### config.mk
export PLATFORM = sky130hd
export DESIGN_NAME = ucsbece154_icache
export DESIGN_NICKNAME = d
export VERILOG_FILES = /design/src/rtl/ucsbece154_icache.sv
export SDC_FILE = /design/constraint.sdc
export NUM_CORES = 1
export LEC_CHECK = 0
export ABC_AREA = 1
export CAP_MARGIN = 20
export CELL_PAD_IN_SITES_DETAIL_PLACEMENT = 1
export CELL_PAD_IN_SITES_GLOBAL_PLACEMENT = 2
export CORE_UTILIZATION = 44
export CTS_CLUSTER_DIAMETER = 80
export DETAILED_ROUTE_END_ITERATION = 8
export PLACE_DENSITY = 0.86
export SETUP_SLACK_MARGIN = 0.15
export SLEW_MARGIN = 5
export SYNTH_ARGS = -nofsm -noshare
export SYNTH_HDL_FRONTEND = slang
export SYNTH_SLANG_ARGS = --single-unit
### constraint.sdc
create_clock -name clk -period 3.78 [get_ports clk]
set_clock_uncertainty 0.15 [all_clocks]
set_input_delay 0.567 -clock clk [delete_from_list [all_inputs] [get_ports clk]]
set_output_delay 0.567 -clock clk [all_outputs]
set_load 0.005 [all_outputs]
### src/rtl/ucsbece154_icache.sv
// rtl/ucsbece154_icache.sv - direct-mapped read-only instruction cache with burst refill
//
// Purpose: serves word fetches from a NUM_SETS x BLOCK_WORDS line store; on a miss
// it requests a block-aligned burst from instruction memory, writes the
// MemDataReady-qualified words in order, then returns the requested word.
//
// Ports:
//   clk, reset            clock; asynchronous active-low reset
//   ReadEnable/Address    fetch request, held by the caller until Ready
//   Flush                 invalidate all lines (honoured only while idle)
//   Instruction, Ready    fetched word and its one-cycle qualifier
//   MemReadRequest/Addr   burst request and block base address to memory
//   MemDataIn/DataReady   burst words from memory, one pulse per word
//
// Configuration: define ICACHE_EARLY_RESTART_EN to return the requested word the
// cycle after it arrives in the burst instead of after the whole line is written.

module ucsbece154_icache #(
    parameter int NUM_SETS    = 8,
    parameter int BLOCK_WORDS = 4
) (
    input  logic        clk,
    input  logic        reset,
    input  logic        ReadEnable,
    input  logic [31:0] ReadAddress,
    input  logic        Flush,
    output logic [31:0] Instruction,
    output logic        Ready,
    output logic        MemReadRequest,
    output logic [31:0] MemReadAddress,
    input  logic [31:0] MemDataIn,
    input  logic        MemDataReady
);
    localparam int WORD_W = $clog2(BLOCK_WORDS);
    localparam int OFF_W  = 2 + WORD_W;
    localparam int IDX_W  = $clog2(NUM_SETS);
    localparam int TAG_W  = 32 - OFF_W - IDX_W;
    localparam int CNT_W  = WORD_W + 1;

    typedef enum logic [1:0] {S_IDLE, S_REQUEST, S_FILL, S_DELIVER} state_t;

    state_t              state_q, state_d;
    logic [NUM_SETS-1:0] valid_q, valid_d;
    logic [CNT_W-1:0]    cnt_q, cnt_d;
    logic [31:2]         miss_addr_q, miss_addr_d;
    logic [31:0]         instr_q, instr_d;
    logic                ready_q, ready_d;
    logic                req_q, req_d;
    logic [31:0]         maddr_q, maddr_d;

    logic [31:0]         line_mem [NUM_SETS][BLOCK_WORDS];
    logic [TAG_W-1:0]    tag_mem  [NUM_SETS];

    logic                mem_we, tag_we;
    logic [IDX_W-1:0]    rd_idx, miss_idx;
    logic [TAG_W-1:0]    rd_tag, miss_tag;
    logic [WORD_W-1:0]   rd_word, miss_word, fill_word;
    logic                hit, last_word;
    logic                addr_lsb_unused;

    // Byte-offset bits of the fetch address carry no information for a word cache.
    assign addr_lsb_unused = ^ReadAddress[1:0];

    assign rd_idx    = ReadAddress[OFF_W +: IDX_W];
    assign rd_tag    = ReadAddress[31 -: TAG_W];
    assign rd_word   = ReadAddress[2 +: WORD_W];
    assign miss_idx  = miss_addr_q[OFF_W +: IDX_W];
    assign miss_tag  = miss_addr_q[31 -: TAG_W];
    assign miss_word = miss_addr_q[2 +: WORD_W];
    assign fill_word = cnt_q[WORD_W-1:0];
    assign last_word = (cnt_q == CNT_W'(BLOCK_WORDS - 1));
    assign hit       = valid_q[rd_idx] && (tag_mem[rd_idx] == rd_tag);

    always_comb begin
        state_d     = state_q;
        valid_d     = valid_q;
        cnt_d       = cnt_q;
        miss_addr_d = miss_addr_q;
        instr_d     = instr_q;
        ready_d     = 1'b0;
        req_d       = req_q;
        maddr_d     = maddr_q;
        mem_we      = 1'b0;
        tag_we      = 1'b0;
        case (state_q)
            S_IDLE: begin
                // Flush wins over a same-cycle fetch; the fetch is re-seen next cycle.
                if (Flush) begin
                    valid_d = '0;
                end else if (ReadEnable) begin
                    if (hit) begin
                        ready_d = 1'b1;
                        instr_d = line_mem[rd_idx][rd_word];
                    end else begin
                        miss_addr_d = ReadAddress[31:2];
                        maddr_d     = {ReadAddress[31:OFF_W], {OFF_W{1'b0}}};
                        req_d       = 1'b1;
                        cnt_d       = '0;
                        state_d     = S_REQUEST;
                    end
                end
            end
            S_REQUEST, S_FILL: begin
                // The request stays up until memory starts the burst; the first
                // word is taken in the same cycle the request drops.
                if (MemDataReady) begin
                    mem_we = 1'b1;
                    cnt_d  = cnt_q + CNT_W'(1);
                    req_d  = 1'b0;
                    if (fill_word == miss_word) begin
                        instr_d = MemDataIn;
`ifdef ICACHE_EARLY_RESTART_EN
                        ready_d = 1'b1;
`endif
                    end
                    if (last_word) begin
                        tag_we            = 1'b1;
                        valid_d[miss_idx] = 1'b1;
`ifdef ICACHE_EARLY_RESTART_EN
                        state_d = S_IDLE;
`else
                        ready_d = 1'b1;
                        state_d = S_DELIVER;
`endif
                    end else begin
                        state_d = S_FILL;
                    end
                end
            end
            S_DELIVER: begin
                state_d = S_IDLE;
            end
            default: begin
                state_d = S_IDLE;
            end
        endcase
    end

    always_ff @(posedge clk or negedge reset) begin
        if (!reset) begin
            state_q     <= S_IDLE;
            valid_q     <= '0;
            cnt_q       <= '0;
            miss_addr_q <= '0;
            instr_q     <= '0;
            ready_q     <= 1'b0;
            req_q       <= 1'b0;
            maddr_q     <= '0;
        end else begin
            state_q     <= state_d;
            valid_q     <= valid_d;
            cnt_q       <= cnt_d;
            miss_addr_q <= miss_addr_d;
            instr_q     <= instr_d;
            ready_q     <= ready_d;
            req_q       <= req_d;
            maddr_q     <= maddr_d;
        end
    end

    // Line data and tags need no reset: nothing is read unless its valid bit is set.
    always_ff @(posedge clk) begin
        if (mem_we) begin
            line_mem[miss_idx][fill_word] <= MemDataIn;
        end
        if (tag_we) begin
            tag_mem[miss_idx] <= miss_tag;
        end
    end

    assign Instruction    = instr_q;
    assign Ready          = ready_q;
    assign MemReadRequest = req_q;
    assign MemReadAddress = maddr_q;

endmodule

==> flow_results.xml <==
<?xml version="1.0" encoding="UTF-8"?>
<metrics>
  <group name="synth">
    <metric name="synth_ff_type" unit="">sky130_fd_sc_hd__edfxtp_1</metric>
    <metric name="ys_async_sr_fraction" unit="">0.05919</metric>
    <metric name="synth_area" unit="mm^2">0.05219</metric>
    <metric name="synth-edff-count" unit="">1224</metric>
    <metric name="synth_sequential_area_ratio" unit="">0.7412</metric>
    <metric name="ys_warn_count" unit="">0</metric>
    <metric name="synth_cell_type_count" unit="">29</metric>
    <metric name="synth.ff_latch_count" unit="">1301</metric>
    <metric name="syn-mean-instance-area" unit="um^2">12.63</metric>
    <metric name="synthCells" unit="">4131</metric>
  </group>
  <group name="global_routing">
    <metric name="largest_net_degree_at_the_start_of_global_routing" unit="">181</metric>
    <metric name="gr-usage-all-layers" unit="">0.2754</metric>
    <metric name="total_grt_overflow" unit="">0</metric>
    <metric name="antenna_found_initial" unit="">6</metric>
    <metric name="grt_first_pass_wirelength" unit="um">242500</metric>
    <metric name="grt_pass1_vias" unit="">37040</metric>
  </group>
  <group name="placement">
    <metric name="detailed_place.area" unit="mm^2">0.05584</metric>
    <metric name="port-buffer-count" unit="">128</metric>
    <metric name="dp.final_hpwl" unit="um">87440</metric>
    <metric name="place.gp.congestion" unit="">0.7687</metric>
  </group>
  <group name="sta">
    <metric name="pins_over_slew_limit" unit="">0</metric>
    <metric name="finalSetupTns" unit="ns">0</metric>
    <metric name="final_setup_violation_count" unit="">0</metric>
    <metric name="worst-slew-pin-transition" unit="ns">1.122</metric>
    <metric name="timing_hold_violations_final" unit="">0</metric>
    <metric name="grt_setup_unrepaired" unit="">false</metric>
    <metric name="finalCriticalPeriod" unit="ns">2.812</metric>
    <metric name="part_of_the_cycle_the_worst_path_needs" unit="">0.7440</metric>
    <metric name="max-slew-margin-rel" unit="">0.2496</metric>
    <metric name="maxClockFrequency" unit="MHz">355.6</metric>
  </group>
  <group name="clock_tree">
    <metric name="clkSinkCount" unit="">1301</metric>
    <metric name="clkTransAtPathRegs" unit="ns">0.06</metric>
    <metric name="postCtsSetupBuffers" unit="">0</metric>
    <metric name="cts_resized" unit="">0</metric>
    <metric name="cts_buffer_depth" unit="">3</metric>
    <metric name="tritoncts" unit="">done</metric>
    <metric name="cts_root_buf" unit="">sky130_fd_sc_hd__clkbuf_16</metric>
    <metric name="cts_buffers" unit="">136</metric>
    <metric name="postCtsHoldBufs" unit="">1</metric>
    <metric name="htree_levels" unit="">4</metric>
    <metric name="worstSkewPairLatency" unit="ns">0.76</metric>
  </group>
  <group name="pwr">
    <metric name="total_switching_power" unit="W">0.01052</metric>
    <metric name="seq_power_share" unit="">0.484</metric>
    <metric name="internal-power" unit="W">0.02610</metric>
    <metric name="ir_worst_vdd" unit="mV">0.5009</metric>
    <metric name="cellPowerDensity" unit="mW/mm^2">608.0</metric>
    <metric name="power_leakage" unit="nW">20.51</metric>
    <metric name="power.clock.fraction" unit="">0.361</metric>
    <metric name="fraction_of_power_spent_switching_nets" unit="">0.2873</metric>
    <metric name="power_frac_comb" unit="">0.155</metric>
  </group>
  <group name="cells_and_area">
    <metric name="drive_gt1_frac" unit="">0.09080</metric>
    <metric name="layout.core_utilization" unit="">0.5157</metric>
    <metric name="area_growth_syn_to_layout" unit="%">15.43</metric>
    <metric name="final_cell_mix" unit="">sky130_fd_sc_hd__edfxtp_1, sky130_fd_sc_hd__nor2_1, sky130_fd_sc_hd__o21ai_0</metric>
    <metric name="nets" unit="">4306</metric>
    <metric name="final_area" unit="mm^2">0.06024</metric>
    <metric name="layout_commonest_cell" unit="">sky130_fd_sc_hd__edfxtp_1</metric>
  </group>
  <group name="floorplanning">
    <metric name="placementRows" unit="">125</metric>
    <metric name="die_y" unit="um">346.4</metric>
    <metric name="core_region_area" unit="mm^2">0.1168</metric>
    <metric name="dieArea" unit="mm^2">0.1200</metric>
    <metric name="floorplan.io_pins" unit="">135</metric>
    <metric name="floorplan_die_width" unit="um">346.4</metric>
    <metric name="start_util" unit="">0.4467</metric>
  </group>
  <group name="run">
    <metric name="maxCapViolations" unit="">0</metric>
  </group>
  <group name="route">
    <metric name="postRouteAntennaNets" unit="">0</metric>
    <metric name="routed_wirelength" unit="um">166600</metric>
    <metric name="wire_per_inst" unit="um">28.39</metric>
    <metric name="detailroute.via_count" unit="">35740</metric>
    <metric name="initialDrtViolationCount" unit="">3830</metric>
    <metric name="drc_errors_left" unit="">0</metric>
    <metric name="detail_route.first_pass.iterations" unit="">6</metric>
    <metric name="via_per_inst" unit="">6.090</metric>
  </group>
  <group name="worst_setup_path">
    <metric name="worst_ep_required_time" unit="ns">4.26</metric>
    <metric name="worst_r2r_endpoint" unit="">line_mem[4][77]$_DFFE_PP_</metric>
    <metric name="timing.critical_path.arrival" unit="ns">3.29</metric>
    <metric name="timing_worst_setup_path_type" unit="">input pin to register</metric>
    <metric name="crit_cells" unit="">14</metric>
    <metric name="slowest_delay" unit="ns">0.30</metric>
    <metric name="crit_fanout" unit="">88</metric>
    <metric name="ff_to_ff_path_depth" unit="">7</metric>
    <metric name="path_common_cell" unit="">sky130_fd_sc_hd__nand2_1</metric>
    <metric name="setup.reg_to_reg.worst_slack" unit="ns">0.99</metric>
    <metric name="cp_top_family" unit="">simple AND/OR/NAND/NOR gates</metric>
    <metric name="crit-reg2reg-launch" unit="">state_q[1]$_DFFE_PN0P_</metric>
    <metric name="crit_chain" unit="">buf_8 -&gt; inv_16 -&gt; o21ai_0 -&gt; o211ai_1 -&gt; nand3_1 -&gt; nand2_1 -&gt; nor2_1 -&gt; nand2_1 -&gt; nor2_2 -&gt; nand2_2 -&gt; nand2_4 -&gt; nand2_4 -&gt; nand2_1 -&gt; nand2_1</metric>
    <metric name="critical_path.endpoint_type" unit="">register</metric>
    <metric name="critPathSlowestCell" unit="">sky130_fd_sc_hd__nor2_2</metric>
    <metric name="crit_buf_inv" unit="">2</metric>
    <metric name="cp-start-kind" unit="">input pin</metric>
  </group>
  <group name="hold_path">
    <metric name="min_path_type" unit="">input pin to asynchronous set/reset pin</metric>
  </group>
  <group name="run_status">
    <metric name="result_of_the_run" unit="">finished, final reports clean</metric>
  </group>
</metrics>
==> metrics by stage <==
stage          total power (W)  hold WS (ns)  cells  worst slack (ns)
6_report               0.03663        0.2643   5868            0.9676
5_1_grt                0.03770        0.2930   5867            0.8003
4_1_cts                0.03679        0.2506   5861            0.9309
3_5_place_dp           0.02360        0.3141   5612            0.1910
3_3_place_gp           0.02337        0.3066   5612            0.3126
2_1_floorplan          0.02041        0.1214   4134            0.5269
==> power groups by stage <==
| stage | logic, W | clock network, W | registers [W] |
|---|---|---|---|
| 2_1_floorplan | 0.00279 | 0 | 0.0176 |
| 3_3_place_gp | 0.00540 | 0 | 0.0180 |
| 3_5_place_dp | 0.00557 | 0 | 0.0180 |
| 4_1_cts | 0.00566 | 0.0134 | 0.0177 |
| 5_1_grt | 0.00603 | 0.0139 | 0.0178 |
| 6_report | 0.00566 | 0.0132 | 0.0177 |
==> cell usage after synthesis, types with 4 or more instances <==
cell type / n / share of area
sky130_fd_sc_hd__dfrtp_1: 77 / 0.037
sky130_fd_sc_hd__o21ai_0: 554 / 0.053
sky130_fd_sc_hd__nor3_1: 9 / 0.00086
sky130_fd_sc_hd__o211ai_1: 70 / 0.010
sky130_fd_sc_hd__nand3_1: 299 / 0.029
sky130_fd_sc_hd__inv_1: 138 / 0.0099
sky130_fd_sc_hd__nand4_1: 4 / 0.00048
sky130_fd_sc_hd__buf_1: 12 / 0.00086
sky130_fd_sc_hd__clkbuf_1: 186 / 0.013
sky130_fd_sc_hd__ha_1: 8 / 0.0019
sky130_fd_sc_hd__nand2_1: 491 / 0.035
sky130_fd_sc_hd__edfxtp_1: 1224 / 0.70
sky130_fd_sc_hd__buf_2: 73 / 0.0070
sky130_fd_sc_hd__nor2_1: 646 / 0.046
sky130_fd_sc_hd__o21ai_1: 16 / 0.0015
sky130_fd_sc_hd__buf_4: 38 / 0.0055
sky130_fd_sc_hd__a21oi_1: 12 / 0.0012
sky130_fd_sc_hd__o22ai_1: 69 / 0.0083
sky130_fd_sc_hd__o221ai_1: 188 / 0.032
sky130_fd_sc_hd__buf_6: 5 / 0.0011
==> logic make-up after synthesis <==
kind of cell / after synthesis / share of synthesized area
AO/OA/AOI/OAI: 909 / 0.1057
XOR/XNOR: 2 / 0.0003357
adder cells (fa/ha/maj): 8 / 0.001918
buffers and inverters: 454 / 0.03790
flip-flops: 1301 / 0.7412
other: 1 / 0.00007185
AND/OR/NAND/NOR: 1456 / 0.1129
==> metal layers <==
metal | track usage | share of wire | up-vias
met2 | 0.4556 | 0.49 | 1578
met4 | 0.1293 | 0.046 | 2
met5 | 0 | 0.000078 | -
li1 | - | - | 15300
met3 | 0.04356 | 0.078 | 409
met1 | 0.3560 | 0.39 | 18450
==> cell type report <==
class / instances / area (um^2)
clock inverters: 65 / 673.1
clock buffers: 183 / 3680
repair buffers: 271 / 2885
inverters: 140 / 555.5
multi-input cells: 2379 / 11850
flip-flops and latches: 1301 / 38680
fillers: 11620 / 56590
diodes: 5 / 12.51
well taps: 1524 / 1907
==> sequential cells by signal, indices dropped and copies added, names as in the netlist <==
name,count
MemReadRequest,1
Ready,1
miss_addr_q,30
state_q,2
tag_mem,200
cnt_q,3
Instruction,32
valid_q,8
line_mem,1024
==> worst max path at each step <==
stage / from / slack, ns / to
2_1_floorplan: state_q[0]$_DFFE_PN0P_ / 0.53 / line_mem[0][0]$_DFFE_PP_
3_3_place_gp: ReadAddress[4] / 0.31 / Instruction[16]$_DFFE_PN0P_
3_5_place_dp: ReadAddress[4] / 0.19 / Instruction[23]$_DFFE_PN0P_
4_1_cts: tag_mem[0][16]$_DFFE_PP_ / 0.93 / Instruction[31]$_DFFE_PN0P_
5_1_grt: ReadAddress[4] / 0.80 / Instruction[31]$_DFFE_PN0P_
6_report: ReadAddress[4] / 0.97 / Instruction[31]$_DFFE_PN0P_
Power figures use the tool's default switching activity.
